==> config.mk <==
export PLATFORM = sky130hd
export DESIGN_NAME = stream_mux_arb
export DESIGN_NICKNAME = d
export VERILOG_FILES = /design/src/rtl/stream_pkg.sv /design/src/rtl/rr_arbiter.sv /design/src/rtl/stream_mux_arb.sv
export SDC_FILE = /design/constraint.sdc
export NUM_CORES = 1
export LEC_CHECK = 0
export BUFFER_PORTS_ARGS = -buffer_cell sky130_fd_sc_hd__buf_2
export CORE_UTILIZATION = 35
export DETAILED_ROUTE_END_ITERATION = 8
export PLACE_DENSITY_LB_ADDON = 0.25
export SETUP_SLACK_MARGIN = 0.02
export SYNTH_ARGS = -nofsm -noshare
export SYNTH_HDL_FRONTEND = slang
export SYNTH_SLANG_ARGS = --single-unit
==> constraint.sdc <==
create_clock -name clk -period 3.28 [get_ports clk]
set_input_delay 0.328 -clock clk [delete_from_list [all_inputs] [get_ports clk]]
set_output_delay 0.328 -clock clk [all_outputs]
set_load 0.01 [all_outputs]
==> src/rtl/stream_pkg.sv <==
// Shared definitions for the stream muxing/arbitration blocks: mode encodings,
// packet-lock state type and a reusable round-robin pick function.
package stream_pkg;

  localparam logic MODE_STATIC = 1'b0;
  localparam logic MODE_RR     = 1'b1;

  // Widest valid vector rr_pick can search; callers zero-extend into it.
  localparam int RR_MAX_CH = 32;

  typedef enum logic {
    ST_IDLE,
    ST_LOCKED
  } lock_state_e;

  // Index of the first set bit of valid, searching from (ptr+1) mod nch
  // upward with wrap-around. Returns 0 when nothing is valid.
  function automatic int rr_pick(input logic [RR_MAX_CH-1:0] valid,
                                 input int ptr,
                                 input int nch);
    int   pick;
    int   idx;
    logic found;
    pick  = 0;
    found = 1'b0;
    for (int k = 1; k <= RR_MAX_CH; k++) begin
      idx = (ptr + k) % nch;
      if ((k <= nch) && !found && valid[idx]) begin
        pick  = idx;
        found = 1'b1;
      end
    end
    return pick;
  endfunction

endpackage

==> src/rtl/rr_arbiter.sv <==
// Combinational round-robin pick: first valid channel after ptr, with wrap.
module rr_arbiter
  import stream_pkg::*;
#(
  parameter int NCH  = 4,
  parameter int SELW = $clog2(NCH)
) (
  input  logic [NCH-1:0]  valid,
  input  logic [SELW-1:0] ptr,
  output logic [SELW-1:0] grant,
  output logic            grant_valid
);

  logic [RR_MAX_CH-1:0] valid_ext;

  always_comb begin
    valid_ext            = '0;
    valid_ext[NCH-1:0]   = valid;
    grant                = SELW'(rr_pick(valid_ext, int'(ptr), NCH));
  end

  assign grant_valid = |valid;

endmodule

==> src/rtl/stream_mux_arb.sv <==
// Registered NCH:1 stream mux: static select or round-robin with packet lock,
// feeding a single output register with valid/ready handshake.
//
// state     | meaning
// ST_IDLE   | no packet in progress, round-robin picks the next channel
// ST_LOCKED | mid-packet, grant held on 'locked' until a beat with last=1
module stream_mux_arb
  import stream_pkg::*;
#(
  parameter int WIDTH = 8,
  parameter int NCH   = 4,
  parameter int SELW  = $clog2(NCH)
) (
  input  logic                 clk,
  input  logic                 rst_n,
  input  logic                 mode,
  input  logic [SELW-1:0]      sel,
  input  logic [NCH-1:0]       in_valid,
  input  logic [NCH-1:0]       in_last,
  input  logic [NCH*WIDTH-1:0] in_data,
  output logic [NCH-1:0]       in_ready,
  output logic                 out_valid,
  output logic [WIDTH-1:0]     out_data,
  output logic                 out_last,
  output logic [SELW-1:0]      out_ch,
  input  logic                 out_ready
);

  localparam logic [SELW:0] NCH_W = (SELW+1)'(NCH);

  lock_state_e     state, state_nxt;
  logic [SELW-1:0] locked, locked_nxt;
  logic [SELW-1:0] rr_ptr, rr_ptr_nxt;
  logic [SELW-1:0] arb_grant, grant;
  logic            arb_valid, grant_valid;
  logic            load_en, take;
  logic            g_valid, g_last;
  logic [WIDTH-1:0] g_data;

  rr_arbiter #(
    .NCH  (NCH),
    .SELW (SELW)
  ) u_arb (
    .valid       (in_valid),
    .ptr         (rr_ptr),
    .grant       (arb_grant),
    .grant_valid (arb_valid)
  );

  // Static select overrides any lock; out-of-range sel grants nothing.
  always_comb begin
    grant       = arb_grant;
    grant_valid = arb_valid;
    if (mode == MODE_STATIC) begin
      grant       = sel;
      grant_valid = ({1'b0, sel} < NCH_W);
    end else if (state == ST_LOCKED) begin
      grant       = locked;
      grant_valid = 1'b1;
    end
  end

  assign load_en = ~out_valid | out_ready;

  always_comb begin
    g_valid  = 1'b0;
    g_last   = 1'b0;
    g_data   = '0;
    in_ready = '0;
    for (int i = 0; i < NCH; i++) begin
      if (grant == SELW'(i)) begin
        g_valid     = in_valid[i];
        g_last      = in_last[i];
        g_data      = in_data[i*WIDTH +: WIDTH];
        in_ready[i] = load_en & grant_valid;
      end
    end
  end

  assign take = load_en & grant_valid & g_valid;

  always_ff @(posedge clk or negedge rst_n) begin
    if (!rst_n) begin
      out_valid <= 1'b0;
      out_data  <= '0;
      out_last  <= 1'b0;
      out_ch    <= '0;
    end else if (load_en) begin
      out_valid <= take;
      if (take) begin
        out_data <= g_data;
        out_last <= g_last;
        out_ch   <= grant;
      end
    end
  end

  always_ff @(posedge clk or negedge rst_n) begin
    if (!rst_n) begin
      state  <= ST_IDLE;
      locked <= '0;
      rr_ptr <= SELW'(NCH-1);
    end else begin
      state  <= state_nxt;
      locked <= locked_nxt;
      rr_ptr <= rr_ptr_nxt;
    end
  end

  // Leaving round-robin mid-packet simply drops the lock.
  always_comb begin
    state_nxt  = state;
    locked_nxt = locked;
    rr_ptr_nxt = rr_ptr;
    if (mode == MODE_STATIC) begin
      state_nxt = ST_IDLE;
    end else begin
      case (state)
        ST_IDLE: begin
          if (take) begin
            rr_ptr_nxt = grant;
            if (!g_last) begin
              state_nxt  = ST_LOCKED;
              locked_nxt = grant;
            end
          end
        end
        ST_LOCKED: begin
          if (take && g_last) state_nxt = ST_IDLE;
        end
        default: state_nxt = ST_IDLE;
      endcase
    end
  end

endmodule

== Word-level counts from Yosys, hierarchy flattened ==
Index checks and enable logic that the tools add are counted.

* Memories: 0
* Flip-flop bits (word level): 17
* Input bits: 46
* Memory bits (writable): 0
* Output and inout bits: 16
* Bits in latches: 0
* ROM bits: 0

* Divide/modulo/power cells: 0
* $mul: 0
* Reductions and logical operators: 16
* Add/subtract/negate cells: 4
* Multiplexer cells: 44
* Magnitude comparators: 4
* Bitwise operators: 10
* Shifts and indexed selects: 0
* Eq/ne operators: 3

{| class="wikitable"
|+ Operators by type and width
! cell !! count
|-
| $mux W8 || 4
|-
| $mux W1 || 29
|-
| $lt A3 B7 Y1 const B || 4
|-
| $bmux W1 S3 || 4
|-
| $mux W2 || 6
|-
| $reduce_or A2 Y1 || 4
|-
| $add A2 B1 Y2 const B || 2
|-
| $add A2 B2 Y2 const B || 2
|-
| $and A1 B1 Y1 const A || 4
|-
| $eq A2 B2 Y1 const B || 2
|-
| $logic_and A1 B1 Y1 || 4
|-
| $reduce_and A4 Y1 || 1
|-
| $reduce_or A4 Y1 || 1
|-
| $logic_not A1 Y1 || 3
|-
| $not A1 Y1 || 3
|-
| $reduce_and A3 Y1 || 1
|-
| $and A1 B1 Y1 || 2
|-
| $eq A2 B1 Y1 const B || 1
|-
| $logic_not A2 Y1 || 1
|-
| $pmux W1 S2 || 1
|-
| $reduce_and A2 Y1 || 1
|-
| $or A1 B1 Y1 || 1
|}

== Logic depth before layout (Yosys ltp) ==
* Depth after elaboration: 28
* Depth in mapped cells: 9
* Mapped depth without buffers: 7

== Cells and area by module ==
Synthesis repeated with hierarchy kept, for this count alone.

* Cell total of the unflattened synthesis: 107
* Area total of the unflattened synthesis: 1,231.2 um2

{| class="wikitable"
|+ By module, submodules not included
! module !! cells an instance !! instances !! area an instance (um2)
|-
| stream_mux_arb || 93 || 1 || 1,149.9
|-
| rr_arbiter || 14 || 1 || 81.3
|}

== Worst setup path before layout ==
No wires, ideal clock.

* Path kind: register to register
* Start point: register rr_ptr[0]
* End point: register out_data[0]
* Setup slack: 0.824 ns
* Arrival: 2.331 ns
* Path buffers: 2
* Library setup time: 0.125 ns
* Cell stages (with the launch flop): 9
* Path through: dfstp_2 > buf_2 > mux2i_1 > a22oi_1 > o221a_1 > mux4_2 > and2_4 > buf_6 > mux2_4

* Word-level cells in the longest chain between the ends: 25
* Elaborated cells on any way between the ends: 53
* Classes of those cells: 4 x add/sub; 3 x eq/ne; 29 x mux; 5 x bitwise; 12 x reduce/logical

{| class="wikitable"
|+ Ends and longest elaborated chain
! what !! line !! source
|-
| start, declared || stream_mux_arb.sv:33 || <nowiki>logic [SELW-1:0] rr_ptr, rr_ptr_nxt;</nowiki>
|-
| start signal, assigned || stream_mux_arb.sv:102 || <nowiki>rr_ptr <= SELW'(NCH-1);</nowiki>
|-
| start signal, assigned || stream_mux_arb.sv:106 || <nowiki>rr_ptr <= rr_ptr_nxt;</nowiki>
|-
| $add A2 B1 Y2 || stream_pkg.sv:27 || <nowiki>idx = (ptr + k) % nch;</nowiki>
|-
| $reduce_or A2 Y1 (no line) || n/a ||
|-
| $and A1 B1 Y1 (no line) || n/a ||
|-
| $bmux W1 S3 || stream_pkg.sv:28 || <nowiki>if ((k <= nch) && !found && valid[idx]) begin</nowiki>
|-
| $mux W1 (not written as such) (2 in a row) || stream_pkg.sv:28 ||
|-
| $mux W1 || stream_pkg.sv:28 ||
|-
| $logic_not A1 Y1 || stream_pkg.sv:28 ||
|-
| $logic_and A1 B1 Y1 || stream_pkg.sv:28 ||
|-
| (+5 left out) || n/a ||
|-
| $logic_and A1 B1 Y1 || stream_pkg.sv:28 ||
|-
| $mux W2 * || stream_pkg.sv:28 ||
|-
| $mux W2 * || stream_mux_arb.sv:57 || <nowiki>end else if (state == ST_LOCKED) begin</nowiki>
|-
| $mux W2 * || stream_mux_arb.sv:54 || <nowiki>if (mode == MODE_STATIC) begin</nowiki>
|-
| $logic_not A2 Y1 || stream_mux_arb.sv:71 || <nowiki>if (grant == SELW'(i)) begin</nowiki>
|-
| $mux W1 (4 in a row) || stream_mux_arb.sv:71 ||
|-
| $and A1 B1 Y1 || stream_mux_arb.sv:80 || <nowiki>assign take = load_en & grant_valid & g_valid;</nowiki>
|-
| $reduce_and A2 Y1 (no line) || n/a ||
|-
| end signal, assigned || stream_mux_arb.sv:91 || <nowiki>out_data <= g_data;</nowiki>
|-
| end, declared || stream_mux_arb.sv:23 || <nowiki>output logic [WIDTH-1:0] out_data,</nowiki>
|}

Mark *: on every way between the ends. The rest lies on a longest branch, timed or not. The select of a mux whose other input is x is not followed.
A chain may end at the register's enable or synchronous reset.

== Worst setup path in the final report ==
* Start point: register rr_ptr[1]
* End point: register out_last

* Word-level cells in the longest chain between the ends: 25
* Elaborated cells on any way between the ends: 53
* Classes of those cells: 4 x add/sub; 3 x eq/ne; 29 x mux; 5 x bitwise; 12 x reduce/logical

{| class="wikitable"
|+ Ends and longest elaborated chain
! what !! line !! source
|-
| $add A2 B1 Y2 || stream_pkg.sv:27 ||
|-
| $reduce_or A2 Y1 (no line) || n/a ||
|-
| $and A1 B1 Y1 (no line) || n/a ||
|-
| $bmux W1 S3 || stream_pkg.sv:28 ||
|-
| $mux W1 (not written as such) (2 in a row) || stream_pkg.sv:28 ||
|-
| $mux W1 || stream_pkg.sv:28 ||
|-
| $logic_not A1 Y1 || stream_pkg.sv:28 ||
|-
| $logic_and A1 B1 Y1 || stream_pkg.sv:28 ||
|-
| (+5 left out) || n/a ||
|-
| $logic_and A1 B1 Y1 || stream_pkg.sv:28 ||
|-
| $mux W2 * || stream_pkg.sv:28 ||
|-
| $mux W2 * || stream_mux_arb.sv:57 ||
|-
| $mux W2 * || stream_mux_arb.sv:54 ||
|-
| $logic_not A2 Y1 || stream_mux_arb.sv:71 ||
|-
| $mux W1 (4 in a row) || stream_mux_arb.sv:71 ||
|-
| $and A1 B1 Y1 || stream_mux_arb.sv:80 ||
|-
| $reduce_and A2 Y1 (no line) || n/a ||
|-
| end signal, assigned || stream_mux_arb.sv:92 || <nowiki>out_last <= g_last;</nowiki>
|-
| end, declared || stream_mux_arb.sv:24 || <nowiki>output logic out_last,</nowiki>
|}

Marks and branches as above.

==> qor_table.md <==
| Item | This run |
|---|---|
| Outcome | complete, no violations |
| Number of max-cap violations | 0 |
| Maximum number of pins on one net before global-route repair | 18 |
| Final Hold Viols | 0 |
| Number of global-route vias before repair | 1186 |
| Count of warnings emitted by yosys | 0 |
| Worst hold path class | in2reg |
| Number of cells upsized or downsized after cts | 0 |
| Half-perimeter wire length after detailed placement | 2380 µm |
| Clock Path Buffers | 2 |
| Unrepaired setup endpoints after global routing | no |
| Final Skew | 0.00366 ns |
| Area of the die | 3900 µm² |
| Portion of synthesized cell area occupied by the leading cell type | 29.4% |
| Number of routed nets with antenna violations | 0 |
| Total wirelength of the detailed-routed design | 2980 µm |
| Global-route wire length before repair | 5120 µm |
| Final worst path period share | 77.0% |
| Port Buffer Count | 61 |
| Gr usage total | 16.5% |
| Total iterations of the first detailed-routing run | 4 |
| Most common cell after layout, fill and taps aside | buf_2 |
| Relative slew margins | 73.4% |
| Final number of setup-violating endpoints | 0 |
| Aggregate negative setup slack | 0 ns |
| Fraction of registers with async set/reset | 100% |
| P_leak | 0.000861 µW |
| Number of distinct standard cells referenced by the synthesized netlist | 37 |
| Total power divided by cell area | 709 nW/µm² |
| Number of enable flip-flop cells after synthesis | 0 |
| Netlist Area Pre-Place | 1280 µm² |
| I/O pins | 62 |
| Final estimated routing congestion in global placement | 0.803 |
| Initial antenna violation count | 0 |
| Sequential cell area fraction in the yosys report | 33.5% |
| Number of pins exceeding their max-slew limit in the final report | 0 |
| Worst Path Required | 3.45 ns |
| Proportion of layout cells with a drive suffix above 1 | 44.6% |
| Largest cells by area after synthesis | dfrtp_1 (29%), mux2i_1 (22%), mux2_4 (8.2%) |
| Area Overhead vs Synth | 29.5% |
| Register-to-register setup slack | 0.76 ns |
| Predominant post-synthesis flop cell | dfrtp_1 |
| Count of state elements after synthesis | 17 |
| Y dimension of the die | 62.4 µm |
| Commonest cells after routing, fill and taps aside | buf_2 (61), mux2i_1 (28), dfrtp_1 (15) |
| Crit. End Element | flop |
| Arrival time of the worst setup path | 2.70 ns |
| Mean instance size in the synthesized netlist | 10.5 µm² |
| Layout Nets | 231 |
| Via-to-Cell Ratio | 5.12 |
| Clock tree from TritonCTS | done |
| Top cell type by total area after synthesis | dfrtp_1 |
| Gr ovfl total | 0 |
| Clock transition at the register clock pins on the worst setup and hold paths after CTS | 0.09 ns |
| IR drop worst, VDD | 0.000309 V |
| Initial core utilization | 37.4% |
| Drt initial violations | 21 |
| Final Critical Period | 2.52 ns |
| DRC violation count after routing | 0 |
| Fraction of the core area covered by cells at the end of the flow | 48.5% |
| Critical Setup Path Class | reg2reg |
| Number of buffers added by the clock tree synthesis step | 3 |
| Power after layout | 1170 µW |
| Count of standard-cell rows | 21 |
| Via count | 1177 |
| Setup Fix Bufs, Post-CTS | 0 |
| Startpoint type of the worst setup path | flop |
| Root Buffer | clkbuf_4 |
| Number of nets produced by synthesis | 168 |
| Maximum fanout encountered on the critical timing path | 12 |
| Measured slew at the worst slew-check pin | 0.397 ns |
| Wirelength per Cell | 13.0 µm |
| Die X | 62.4 µm |
| Total clock sinks | 17 |
| Core ar. | 3420 µm² |
| Post-synthesis cell count | 122 |
| ANT cells | 0 |
| Achievable Freq | 396 MHz |
| Clock latency reported for the late side of the worst-skew pair | 0.28 ns |
| Count of H-tree levels built during CTS | 1 |
report_power, final:
group          switching, µW  total, µW  internal [µW]
registers               81.7        403            321
logic                    319        665            346
clock network           61.2        107           45.3
total                    462       1170            712
path summary, 6_finish.rpt:
kind,startpoint,endpoint,depth (start not counted)
max in group asynchronous,rst_n,rr_ptr[0],2
worst min-delay path,out_ready,out_valid,3
worst max register to register,rr_ptr[1],out_last,6
min in group asynchronous,rst_n,out_ch[0],2
worst max-delay path,rr_ptr[1],out_last,6
worst min register to register,out_data[7],out_data[7],1
metrics by stage:
stage | instance area (µm²) | instances | setup slack, ns | hold WS [ns]
after floorplan | 1280 | 122 | 0.824 | 0.0324
after global placement | 1620 | 225 | 0.840 | 0.261
after detailed placement | 1620 | 225 | 0.780 | 0.264
after CTS | 1660 | 230 | 0.763 | 0.313
after global routing | 1660 | 230 | 0.577 | 0.325
final | 1660 | 230 | 0.756 | 0.321
critical path, cell delays in order, from the launching register on:
cell	delay, ns
dfstp_2	0.64
mux2i_1	0.10
a22oi_1	0.27
o221a_1	0.30
mux4_2	0.54
and2_4	0.25
mux2_1	0.32
flip-flops by register name (all words and copies together) (netlist names):
register	cells
out_data	8
locked	2
out_ch	2
rr_ptr	2
out_last	1
out_valid	1
state	1
logic make-up (layout without fill, tap and decap cells):
| logic type | count (synthesis) | after routing | synth area share (%) |
|---|---|---|---|
| mux | 39 | 39 | 34.5 |
| simple gates | 29 | 29 | 11.5 |
| flops | 17 | 17 | 33.5 |
| buf+inv | 9 | 71 | 4.21 |
| xor+xnor | 1 | 1 | 0.685 |
| compound gates | 27 | 27 | 15.6 |
synthesized netlist by cell type (3+ instances only):
library cell	number
mux2_1	3
buf_2	4
mux2i_1	28
nor2_1	10
a21oi_1	5
mux2_4	7
o21ai_1	3
nand2_1	8
nand2b_1	4
dfrtp_1	15
cell type report:
type	count	area [µm²]
Clock inverter	1	5.00
Tap cell	46	57.6
Sequential cell	17	428
Timing Repair Buffer	65	338
Clock buffer	3	22.5
Multi-Input combinational cell	96	797
Fill cell	351	1760
Inverter	2	7.51
timing repair:
action / CTS / global route
endpoints found under the setup margin: 0 / 0
hold endpoints to repair: 15 / 0
hold buffers: 1 / 0
metal layers:
layer / wire [µm] / global-route usage (%) / up-vias
met5: 0 / 0 / -
met4: 19 / 4.65 / 0
met3: 186 / 4.93 / 2
met2: 1550 / 30.6 / 39
met1: 1230 / 17.9 / 562
li1: - / - / 574
Note: power is estimated with default switching activity, not from simulation.
